**src/rtl/ma_sample_feeder.sv**
```systemverilog
// ma_sample_feeder: paced sample source for the moving-average filter.
// Samples arrive over a valid/ready stream, are buffered in a small FIFO,
// and are presented on din with single-cycle data_refresh strobes spaced
// at least gap_cycles idle cycles apart. Optional repeat mode re-issues the
// last sample when the FIFO runs dry.
module ma_sample_feeder #(
  parameter int DATA_W     = 16,
  parameter int FIFO_DEPTH = 8,
  parameter int GAP_W      = 16
) (
  input  logic                          clk,
  input  logic                          rst_n,
  input  logic                          enable,
  input  logic                          flush,
  input  logic                          repeat_en,
  input  logic [GAP_W-1:0]              gap_cycles,
  input  logic                          s_valid,
  output logic                          s_ready,
  input  logic [DATA_W-1:0]             s_data,
  output logic [DATA_W-1:0]             din,
  output logic                          data_refresh,
  output logic [$clog2(FIFO_DEPTH):0]   fifo_level,
  output logic [7:0]                    repeat_cnt
);

  localparam int PTR_W = $clog2(FIFO_DEPTH);
  localparam int LVL_W = PTR_W + 1;

  localparam logic [1:0] ST_IDLE = 2'd0;
  localparam logic [1:0] ST_RUN  = 2'd1;
  localparam logic [1:0] ST_GAP  = 2'd2;

  logic [DATA_W-1:0] r_mem [FIFO_DEPTH];
  logic [PTR_W-1:0]  r_wr_ptr;
  logic [PTR_W-1:0]  r_rd_ptr;
  logic [LVL_W-1:0]  r_level;

  logic [1:0]        r_state;
  logic [GAP_W-1:0]  r_gap_cnt;
  logic              r_primed;
  logic [DATA_W-1:0] r_din;
  logic              r_refresh;
  logic [7:0]        r_repeat_cnt;

  logic w_full;
  logic w_empty;
  logic w_push;
  logic w_run;
  logic w_pop;
  logic w_rep;
  logic w_fire;

  assign w_full  = (r_level == LVL_W'(FIFO_DEPTH));
  assign w_empty = (r_level == '0);
  assign s_ready = enable && !w_full && !flush;
  assign w_push  = s_valid && s_ready;

  // An issue slot exists only in RUN while enabled and not flushing.
  assign w_run  = enable && !flush && (r_state == ST_RUN);
  assign w_pop  = w_run && !w_empty;
  assign w_rep  = w_run && w_empty && repeat_en && r_primed;
  assign w_fire = w_pop || w_rep;

  assign din          = r_din;
  assign data_refresh = r_refresh;
  assign fifo_level   = r_level;
  assign repeat_cnt   = r_repeat_cnt;

  // FIFO storage write port.
  // NOTE: the sample memory has no reset; the pointers and level alone
  // decide which entries are valid, so stale contents are never observed.
  always_ff @(posedge clk) begin
    if (w_push) r_mem[r_wr_ptr] <= s_data;
  end

  // FIFO pointers and occupancy; flush empties it ahead of any push/pop.
  // NOTE: all sequential state uses non-blocking assignments so every
  // register samples pre-edge values regardless of block ordering.
  always_ff @(posedge clk) begin
    if (!rst_n || flush) begin
      r_wr_ptr <= '0;
      r_rd_ptr <= '0;
      r_level  <= '0;
    end else begin
      if (w_push) r_wr_ptr <= r_wr_ptr + PTR_W'(1);
      if (w_pop)  r_rd_ptr <= r_rd_ptr + PTR_W'(1);
      case ({w_push, w_pop})
        2'b10:   r_level <= r_level + LVL_W'(1);
        2'b01:   r_level <= r_level - LVL_W'(1);
        default: r_level <= r_level;
      endcase
    end
  end

  // Pacing FSM: issues pulses from the FIFO head (or repeats) and times gaps.
  always_ff @(posedge clk) begin
    if (!rst_n) begin
      r_state      <= ST_IDLE;
      r_gap_cnt    <= '0;
      r_primed     <= 1'b0;
      r_din        <= '0;
      r_refresh    <= 1'b0;
      r_repeat_cnt <= '0;
    end else if (flush) begin
      r_state      <= enable ? ST_RUN : ST_IDLE;
      r_gap_cnt    <= '0;
      r_primed     <= 1'b0;
      r_refresh    <= 1'b0;
      r_repeat_cnt <= '0;
    end else if (!enable) begin
      r_state   <= ST_IDLE;
      r_gap_cnt <= '0;
      r_refresh <= 1'b0;
    end else begin
      case (r_state)
        ST_IDLE: begin
          r_refresh <= 1'b0;
          r_gap_cnt <= '0;
          r_state   <= ST_RUN;
        end
        ST_RUN: begin
          r_refresh <= w_fire;
          if (w_pop) begin
            r_din    <= r_mem[r_rd_ptr];
            r_primed <= 1'b1;
          end
          if (w_rep && (r_repeat_cnt != 8'hFF))
            r_repeat_cnt <= r_repeat_cnt + 8'd1;
          // gap_cycles is captured only at the moment a pulse is issued.
          if (w_fire && (gap_cycles != '0)) begin
            r_gap_cnt <= gap_cycles;
            r_state   <= ST_GAP;
          end
        end
        ST_GAP: begin
          r_refresh <= 1'b0;
          r_gap_cnt <= r_gap_cnt - GAP_W'(1);
          if (r_gap_cnt == GAP_W'(1)) r_state <= ST_RUN;
        end
        default: begin
          r_refresh <= 1'b0;
          r_state   <= ST_IDLE;
        end
      endcase
    end
  end

endmodule

```
**config.mk**
```make
export PLATFORM = sky130hd
export DESIGN_NAME = ma_sample_feeder
export DESIGN_NICKNAME = d
export VERILOG_FILES = /design/src/rtl/ma_sample_feeder.sv
export SDC_FILE = /design/constraint.sdc
export NUM_CORES = 1
export LEC_CHECK = 0
export CORE_MARGIN = 5
export CORE_UTILIZATION = 57
export DETAILED_ROUTE_END_ITERATION = 16
export PLACE_DENSITY = 0.81
export SYNTH_ARGS = -nofsm -noshare
export SYNTH_HDL_FRONTEND = slang
export SYNTH_SLANG_ARGS = --single-unit
```
**constraint.sdc**
```tcl
create_clock -name clk -period 4.6 [get_ports clk]
set_input_delay 0.92 -clock clk [delete_from_list [all_inputs] [get_ports clk]]
set_output_delay 0.92 -clock clk [all_outputs]
set_load 0.05 [all_outputs]
```
==> results of run 1 <==
[cell usage in the layout, fill, tap and decap left out, types with 3 or more instances in the layout]
| master | count |
|---|---|
| edfxtp_1 | 128 |
| clkdlybuf4s50_1 | 67 |
| dfxtp_1 | 53 |
| nor2_1 | 42 |
| mux4_2 | 32 |
| a211oi_1 | 17 |
| mux2i_1 | 17 |
| clkbuf_16 | 17 |
| nand2_1 | 15 |
| a22oi_1 | 15 |
| xnor2_1 | 14 |
| o211ai_1 | 12 |
| ha_1 | 11 |
| buf_4 | 11 |
| nor4_1 | 10 |
| xor2_1 | 10 |
| a21oi_1 | 9 |
| o31ai_1 | 9 |
| nand3_1 | 8 |
| inv_1 | 7 |
| o21ai_1 | 6 |
| nor3_1 | 5 |
| nand2b_1 | 5 |
| nand4_1 | 5 |
| o21ai_0 | 5 |
| nor3_2 | 4 |
| nor4_2 | 4 |
| or4_1 | 4 |
| or3_1 | 4 |
| clkbuf_1 | 4 |
| o21a_1 | 3 |
| o41ai_1 | 3 |
| a31o_1 | 3 |
| clkinv_2 | 3 |
| inv_6 | 3 |
[cell type report]
class / instances / area (um^2) / area share
sequential: 182 / 4930 / 0.547
clock inverter: 10 / 96.3 / 0.0107
multi-input combinational: 292 / 2530 / 0.281
tap: 176 / 220 / 0.0244
inverter: 7 / 26.3 / 0.00292
timing repair buffer: 78 / 753 / 0.0836
clock buffer: 22 / 454 / 0.0504
[worst paths after layout]
kind | from | endpoint | slack [ns] | cells after the start
setup / recovery | flush | s_ready | 0.76 | 4
hold / removal | r_primed$_SDFFE_PP0P_ | r_primed$_SDFFE_PP0P_ | 0.49 | 2
setup reg to reg | r_state[0]$_SDFFE_PN0P_ | fifo_level[2]$_SDFFE_PP0P_ | 1.21 | 10
hold reg to reg | r_primed$_SDFFE_PP0P_ | r_primed$_SDFFE_PP0P_ | 0.49 | 2
[routing by layer]
layer  vias up  wire length (um)  track usage
met4         0               255       0.0631
met2       159              7760        0.336
met1      2354              6550        0.259
li1       2161                 -            -
met3        25               970       0.0759
met5         -                 0            0
[flip-flops by register name, indices dropped and copies added, names as in the netlist]
register      cells
fifo_level        4
r_rd_ptr          3
r_mem           128
data_refresh      1
din              16
r_state           2
r_gap_cnt        16
r_wr_ptr          3
r_primed          1
repeat_cnt        8
[Yosys cell counts (2+ instances only)]
cell and n:
edfxtp_1 128, dfxtp_1 54, nor2_1 43, mux4_2 32
clkbuf_1 23, a211oi_1 17, mux2i_1 17, a22oi_1 15
nand2_1 15, xnor2_1 14, o211ai_1 12, ha_1 11
nor4_1 11, xor2_1 10, a21oi_1 9, nor3_1 9
o31ai_1 9, nand3_1 8, inv_1 7, o21ai_1 6
nand2b_1 5, nand4_1 5, o21ai_0 5, or3_1 4
or4_1 4, a31o_1 3, buf_1 3, buf_2 3
nor4_2 3, o21a_1 3, o41ai_1 3, buf_6 2
nand4b_1 2, nor3b_1 2, nor4b_1 2, nor4bb_1 2
[kinds of logic (layout without fill, tap and decap cells)]
kind of cell	count (synthesis)	count (layout)
buffers and inverters	38	117
adders and majority gates	11	11
xor gates and xnor gates	24	24
AOI/OAI and AO/OA	88	88
muxes	49	49
DFF	182	182
and+or+nand+nor	120	120
[worst max-delay path: cells and delay by family]
kind            cells  cell delay [ns]
compound gates      1             0.38
buf+inv             2             1.39
simple gates        1             0.22
[power breakdown]
group          internal (mW)  switching (mW)
Sequential              1.76         0.00408
Combinational         0.0491          0.0654
Clock                  0.762           0.595
==> qor.txt, run 1 <==
Sequential-to-total area share from yosys stat: 0.649
Worst Path Max Fanout: 6
Clock Latency Late Sink: 0.44 ns
Largest family of logic cells by synthesized area: multiplexers
Final setup margin: 0.758 ns
PwrDens: 359 mW/mm^2
Rows: 42
Final TNS setup: 0 ns
Die width: 125 um
Root Driver: clkbuf_16
Slew Limit Fails: 0
Area grow syn2layout: 18.7%
# placed instances: 735
Core Util, Final: 0.686
GRT Util Overall: 0.206
Dpl hpwl: 9560 um
Post-synth EDFFs: 128
Place WS: 0.784 ns
Period utilization: 0.835
H-Tree Depth: 4
Post-Synth Simple-Gate Area: 0.0847
Xor/xnor share of the synthesized area: 0.0277
DR vias: 4699
Number of global-route vias before repair: 4700
Cell taking the most area after synthesis: edfxtp_1
Avg Synthesized Cell Area: 14.8 um^2
Mux contribution to synthesized area: 0.117
Starting DRC count in detailed routing: 474
Leak pwr: 2.77 nW
Initial antenna violation count: 0
Core box area: 0.0131 mm^2
Adder-Cell Fraction of Synth Area: 0.0181
Via density per instance: 6.13
# port buffers: 67
Synth top area cells: edfxtp_1 51%, dfxtp_1 14%, mux4_2 9.5%
#FFs+latches synth: 182
Fin. Hold Viols: 0
Hold Buf Count CTS: 0
Tot Pwr: 3.23 mW
Largest net degree at the start of global routing: 35
CP Launch Type: input port
Layout net count: 627
CTS clk-pin slew, worst paths: 0.06 ns
Synth Area in Compound Gates: 0.0821
YS warnings: 0
Die Y: 125 um
CP arrival: 2.92 ns
Clk buf depth: 2
Tmin final: 3.84 ns
Fraction of layout cells with a size suffix above 1: 0.139
Synthesized area: 0.00759 mm^2
Crit path kind: in -> out
Crit path largest cell delay: 0.91 ns
Post-route antenna net violation count: 0
Filler Cell Count: 908
Netlist cell types: 47
RSZ-0062 raised after global routing: false
Initial Utilization: 0.578
Maximum VDD drop: 0.000377 V
Hold Crit Class: reg -> reg
Finished Layout Cells: 767
Most Frequent Cell on Critical Path: clkdlybuf4s50_1
Design area: 0.00901 mm^2
Slowest CP cell: clkdlybuf4s50_1
Worst slew pin tran: 1.22 ns
Clock buffer count from CTS: 17
Ys async rst share: 0
CTS tree: done
Total wire length: 15500 um
Post-Syn Nets: 561
Post-CTS sizing: 0
Ys flop type: edfxtp_1
I/O pin count: 68
Placed Area: 0.00846 mm^2
Fmax: 0.260 GHz
Share of the synthesized area in the top cell type: 0.506
WP data required: 3.68 ns
CP Capture Type: primary output
DRC violations left: 0
Total congestion overflow: 0
DR WL/cell: 20.3 um
First-pass GRT wire length: 25000 um
Die area: 0.0157 mm^2
Max Cap Viol: 0
Placer Congestion: 0.899
Worst Hold Margin: 0.489 ns
Final setup viols: 0
Post-Synthesis Cells: 512
Run status: finished, final reports clean
Final Skew: 0.00954 ns
Antenna cells: 0
Worst path cell trace: clkdlybuf4s50_1, nand2b_1, a21oi_1, clkdlybuf4s50_1
Post-CTS Setup Bufs: 0
Relative slew slack: 0.183
First drt pass iteration count: 5
Clk sinks: 182
Power figures use the tool's default switching activity.
==> run 2: changes to the inputs <==
Settings changed: CORE_UTILIZATION 57 to 52, PLACE_DENSITY 0.81 to 0.78.
Clock period 4.6 ns to 3.2 ns, I/O delays scaled along.
==> run 2 against run 1 <==
- critical path depth up 7
- sequential power up 44%
- wire length up 4.1%
- die area up 8.8%
- design area up 1.3%
- highest routed layer unchanged
==> qor.txt, run 2 (synthesized netlist as in run 1, its figures left out) <==
WP data required: 3.54 ns
# placed instances: 750
Final setup viols: 0
Die area: 0.0171 mm^2
Post-CTS Setup Bufs: 0
Clk sinks: 182
CTS tree: done
GRT Util Overall: 0.199
Total wire length: 16200 um
Clk buf depth: 2
Largest net degree at the start of global routing: 37
Initial Utilization: 0.526
# port buffers: 67
Fin. Hold Viols: 0
Worst path cell trace: clkdlybuf4s50_1, nand2b_1, a21oi_4, nand2_1, ha_1, xor2_1, ha_1, a21oi_1, xor2_1, or3_1, a21oi_1
Run status: finished, final reports clean
Starting DRC count in detailed routing: 471
CP Capture Type: flop
RSZ-0062 raised after global routing: false
Die width: 131 um
Initial antenna violation count: 0
CP Launch Type: input port
Post-route antenna net violation count: 0
Final TNS setup: 0 ns
CTS clk-pin slew, worst paths: 0.06 ns
Placer Congestion: 0.844
CP arrival: 3.00 ns
Worst Path Max Fanout: 6
Worst slew pin tran: 1.16 ns
DRC violations left: 0
Tmin final: 2.66 ns
Largest register FFs: 128
Final Skew: 0.00798 ns
Period utilization: 0.831
Leak pwr: 2.82 nW
Fraction of layout cells with a size suffix above 1: 0.156
Core box area: 0.0144 mm^2
Largest Register: r_mem
Hold Buf Count CTS: 0
Relative slew slack: 0.223
Rows: 44
Total congestion overflow: 0
DR WL/cell: 20.7 um
Worst Hold Margin: 0.494 ns
Die Y: 131 um
PwrDens: 514 mW/mm^2
Clock buffer count from CTS: 17
Maximum VDD drop: 0.000521 V
Slowest CP cell: clkdlybuf4s50_1
Fmax: 0.376 GHz
WP buf/inv: 1
I/O pin count: 68
Via density per instance: 6.04
Max Cap Viol: 0
Hold Crit Class: reg -> reg
Slew Limit Fails: 0
Crit path kind: in -> reg
Filler Cell Count: 1037
Reg area: 0.00493 mm^2
First drt pass iteration count: 5
Antenna cells: 0
Number of global-route vias before repair: 4761
Post-CTS sizing: 0
First-pass GRT wire length: 25500 um
H-Tree Depth: 4
Root Driver: clkbuf_16
Area grow syn2layout: 20.3%
Finished Layout Cells: 782
Cell family with most CP delay: simple AND/OR/NAND/NOR gates
Core Util, Final: 0.633
Commonest non-fill, non-tap cell in the layout: edfxtp_1
Most frequent cells in the layout: 128 x edfxtp_1, 66 x clkdlybuf4s50_1, 53 x dfxtp_1
Area of the multi-input gates: 0.00255 mm^2
Layout net count: 634
Crit path largest cell delay: 0.49 ns
DR vias: 4722
Dpl hpwl: 10000 um
Clock Latency Late Sink: 0.42 ns
==> run 2: cell count changes in the layout (fill, tap and decap cells not counted), moves of 2 or more <==
cell / before / now
buf_12: 0 / 2
buf_4: 11 / 17
clkbuf_1: 4 / 2
inv_6: 3 / 1
inv_8: 0 / 3
==> run 2: path summary, 6_finish.rpt <==
path              cells after the start                         end                       start  slack, ns
hold / removal                        2       r_primed$_SDFFE_PP0P_       r_primed$_SDFFE_PP0P_       0.49
hold reg to reg                       2       r_primed$_SDFFE_PP0P_       r_primed$_SDFFE_PP0P_       0.49
setup / recovery                     11  fifo_level[2]$_SDFFE_PP0P_                       flush       0.54
setup reg to reg                      9  fifo_level[2]$_SDFFE_PP0P_  fifo_level[1]$_SDFFE_PP0P_       0.75
==> run 2: final cells by class <==
type	instances	area share
Multi-Input combinational cell	292	0.280
Tap cell	184	0.0252
Clock buffer	20	0.0489
Inverter	7	0.00288
Timing Repair Buffer	85	0.0907
Sequential cell	182	0.539
Clock inverter	12	0.0132
==> run 2: per-layer routing <==
layer | up-vias | part of all wire | global-route usage
li1 | 2171 | - | -
met4 | 0 | 0.015 | 0.0629
met1 | 2345 | 0.42 | 0.262
met2 | 182 | 0.50 | 0.328
met3 | 24 | 0.062 | 0.0504
met5 | - | 0 | 0
==> run 2: worst register-to-register path: stages (launching register included) <==
cell and delay, ns:
dfxtp_1 0.41, nor4_1 0.53, nor2_2 0.12, ha_1 0.27, xor2_1 0.17, ha_1 0.19
a21oi_1 0.15, xor2_1 0.09, or3_1 0.31, a21oi_1 0.14
==> run 2: through the flow <==
| step | cell area, um^2 | setup WS (ns) | power [mW] |
|---|---|---|---|
| 2_1_floorplan | 7640 | 0.186 | 2.65 |
| 3_3_place_gp | 8560 | 0.263 | 2.75 |
| 3_5_place_dp | 8560 | 0.172 | 2.75 |
| 4_1_cts | 9130 | 0.600 | 4.73 |
| 5_1_grt | 9130 | 0.363 | 4.86 |
| 6_report | 9130 | 0.542 | 4.70 |
==> run 2: where the power goes <==
part | internal, mW | total [mW] | switching, mW
registers | 2.53 | 2.53 | 0.00611
logic | 0.0768 | 0.174 | 0.0967
clock network | 1.11 | 1.99 | 0.883
total | 3.71 | 4.70 | 0.985
==> run 3: changes to the inputs <==
Settings changed: CORE_UTILIZATION 52 to 57, PLACE_DENSITY 0.78 to 0.81.
Clock period 3.2 ns to 2.75 ns, I/O delays scaled along.
==> run 3 against run 2 <==
- flip-flop and latch count is the same
- global-route usage grew 1.4 points
- sequential share of layout area down 0.63 points
- power increased by 15%
- critical path depth shrank 2
- final cell count fell by 0.13%
- worst setup slack got worse by 0.30 ns
- via count up 1.7%
- largest power group unchanged
==> qor.txt, run 3 (synthesized netlist as in run 1, its figures left out) <==
Relative slew slack: 0.482
Antenna cells: 0
Rows: 42
Clock buffer count from CTS: 17
Slowest CP cell: nor4_1
RSZ-0062 raised after global routing: false
WP buf/inv: 0
Worst path cell trace: nor4_1, nor2_2, ha_1, xor2_1, ha_1, a21oi_1, xor2_1, or3_1, a21oi_1
Root Driver: clkbuf_16
Final setup viols: 0
GRT Util Overall: 0.213
Total wire length: 16100 um
Die width: 125 um
H-Tree Depth: 4
Filler Cell Count: 859
Initial Utilization: 0.578
Clk sinks: 182
Largest Register: r_mem
I/O pin count: 68
Die Y: 125 um
# placed instances: 749
CP arrival: 2.84 ns
First-pass GRT wire length: 26000 um
Via density per instance: 6.15
Crit path largest cell delay: 0.56 ns
Cell family with most CP delay: simple AND/OR/NAND/NOR gates
# port buffers: 67
Commonest non-fill, non-tap cell in the layout: edfxtp_1
Tmin final: 2.51 ns
Dpl hpwl: 10100 um
Largest register FFs: 128
Final TNS setup: 0 ns
Final Skew: 0.0100 ns
Starting DRC count in detailed routing: 445
Fraction of layout cells with a size suffix above 1: 0.174
Run status: finished, final reports clean
Fin. Hold Viols: 0
CP Launch Type: flop
Crit path kind: reg -> reg
Core box area: 0.0131 mm^2
DR WL/cell: 20.7 um
Clock Latency Late Sink: 0.43 ns
Hold Buf Count CTS: 0
Post-CTS Setup Bufs: 0
Post-CTS sizing: 0
FF-to-FF setup slack: 0.24 ns
Largest net degree at the start of global routing: 37
Slew Limit Fails: 0
Hold Crit Class: reg -> reg
CP Capture Type: flop
Fmax: 0.399 GHz
Die area: 0.0157 mm^2
Post-route antenna net violation count: 0
Finished Layout Cells: 781
CTS tree: done
Placer Congestion: 0.885
Place WS: -0.133 ns
PwrDens: 583 mW/mm^2
CTS clk-pin slew, worst paths: 0.06 ns
Maximum VDD drop: 0.000577 V
Initial antenna violation count: 0
Final setup margin: 0.241 ns
Number of global-route vias before repair: 4905
Max Cap Viol: 0
Period utilization: 0.912
DR vias: 4800
Layout net count: 641
Clk buf depth: 2
Area grow syn2layout: 21.8%
First drt pass iteration count: 5
Worst slew pin tran: 0.770 ns
Total congestion overflow: 0
Leak pwr: 2.86 nW
Most frequent cells in the layout: 128 x edfxtp_1, 66 x clkdlybuf4s50_1, 49 x dfxtp_1
Worst Path Max Fanout: 10
WP data required: 3.08 ns
DRC violations left: 0
-- run 3: cell count changes in the layout (fill, tap and decap cells not counted), moves of 2 or more --
| cell | previous run | this run |
|---|---|---|
| inv_8 | 3 | 5 |
| dfxtp_2 | 1 | 5 |
| clkinvlp_4 | 2 | 4 |
| buf_12 | 2 | 9 |
| dfxtp_1 | 53 | 49 |
-- run 3: path summary, 6_finish.rpt --
check,cells past startpoint,end,from
max reg2reg,9,fifo_level[2]$_SDFFE_PP0P_,fifo_level[1]$_SDFFE_PP0P_
min,2,r_primed$_SDFFE_PP0P_,r_primed$_SDFFE_PP0P_
max,9,fifo_level[2]$_SDFFE_PP0P_,fifo_level[1]$_SDFFE_PP0P_
min reg2reg,2,r_primed$_SDFFE_PP0P_,r_primed$_SDFFE_PP0P_
-- run 3: report_power, final --
part           total (mW)  internal, mW  switching [mW]  leakage (nW)
registers            2.95          2.94         0.00733          1.59
clock network        2.24          1.18            1.06         0.260
logic               0.212        0.0965           0.115          1.01
-- run 3: stage by stage --
stage / utilization / total power [mW] / cell area (um^2) / hold slack (ns)
floorplan: - / 3.09 / 7640 / 0.440
CTS: 0.704 / 5.44 / 9250 / 0.478
detailed placement: 0.662 / 3.22 / 8700 / 0.462
global route: 0.704 / 5.59 / 9250 / 0.525
global placement: 0.662 / 3.21 / 8700 / 0.452
finish: 0.704 / 5.40 / 9250 / 0.478
-- run 3: area by class of cell --
class	instances	area (um^2)	area share
flip-flops and latches	182	4930	0.533
inverters	7	26.3	0.00284
clock inverters	14	118	0.0127
multi-input cells	292	2560	0.276
repair buffers	92	968	0.105
clock buffers	18	429	0.0464
well taps	176	220	0.0238
-- run 3: tightest hold or removal path, stage by stage (launching register included) --
cell and delay (ns):
dfxtp_1 0.33, nor2_1 0.05, nor2_1 0.07
-- run 3: routing by layer --
layer  GRT usage  share of wire
met1       0.260           0.41
met2       0.376           0.53
met3      0.0554          0.054
met4      0.0619          0.011
met5           0              0
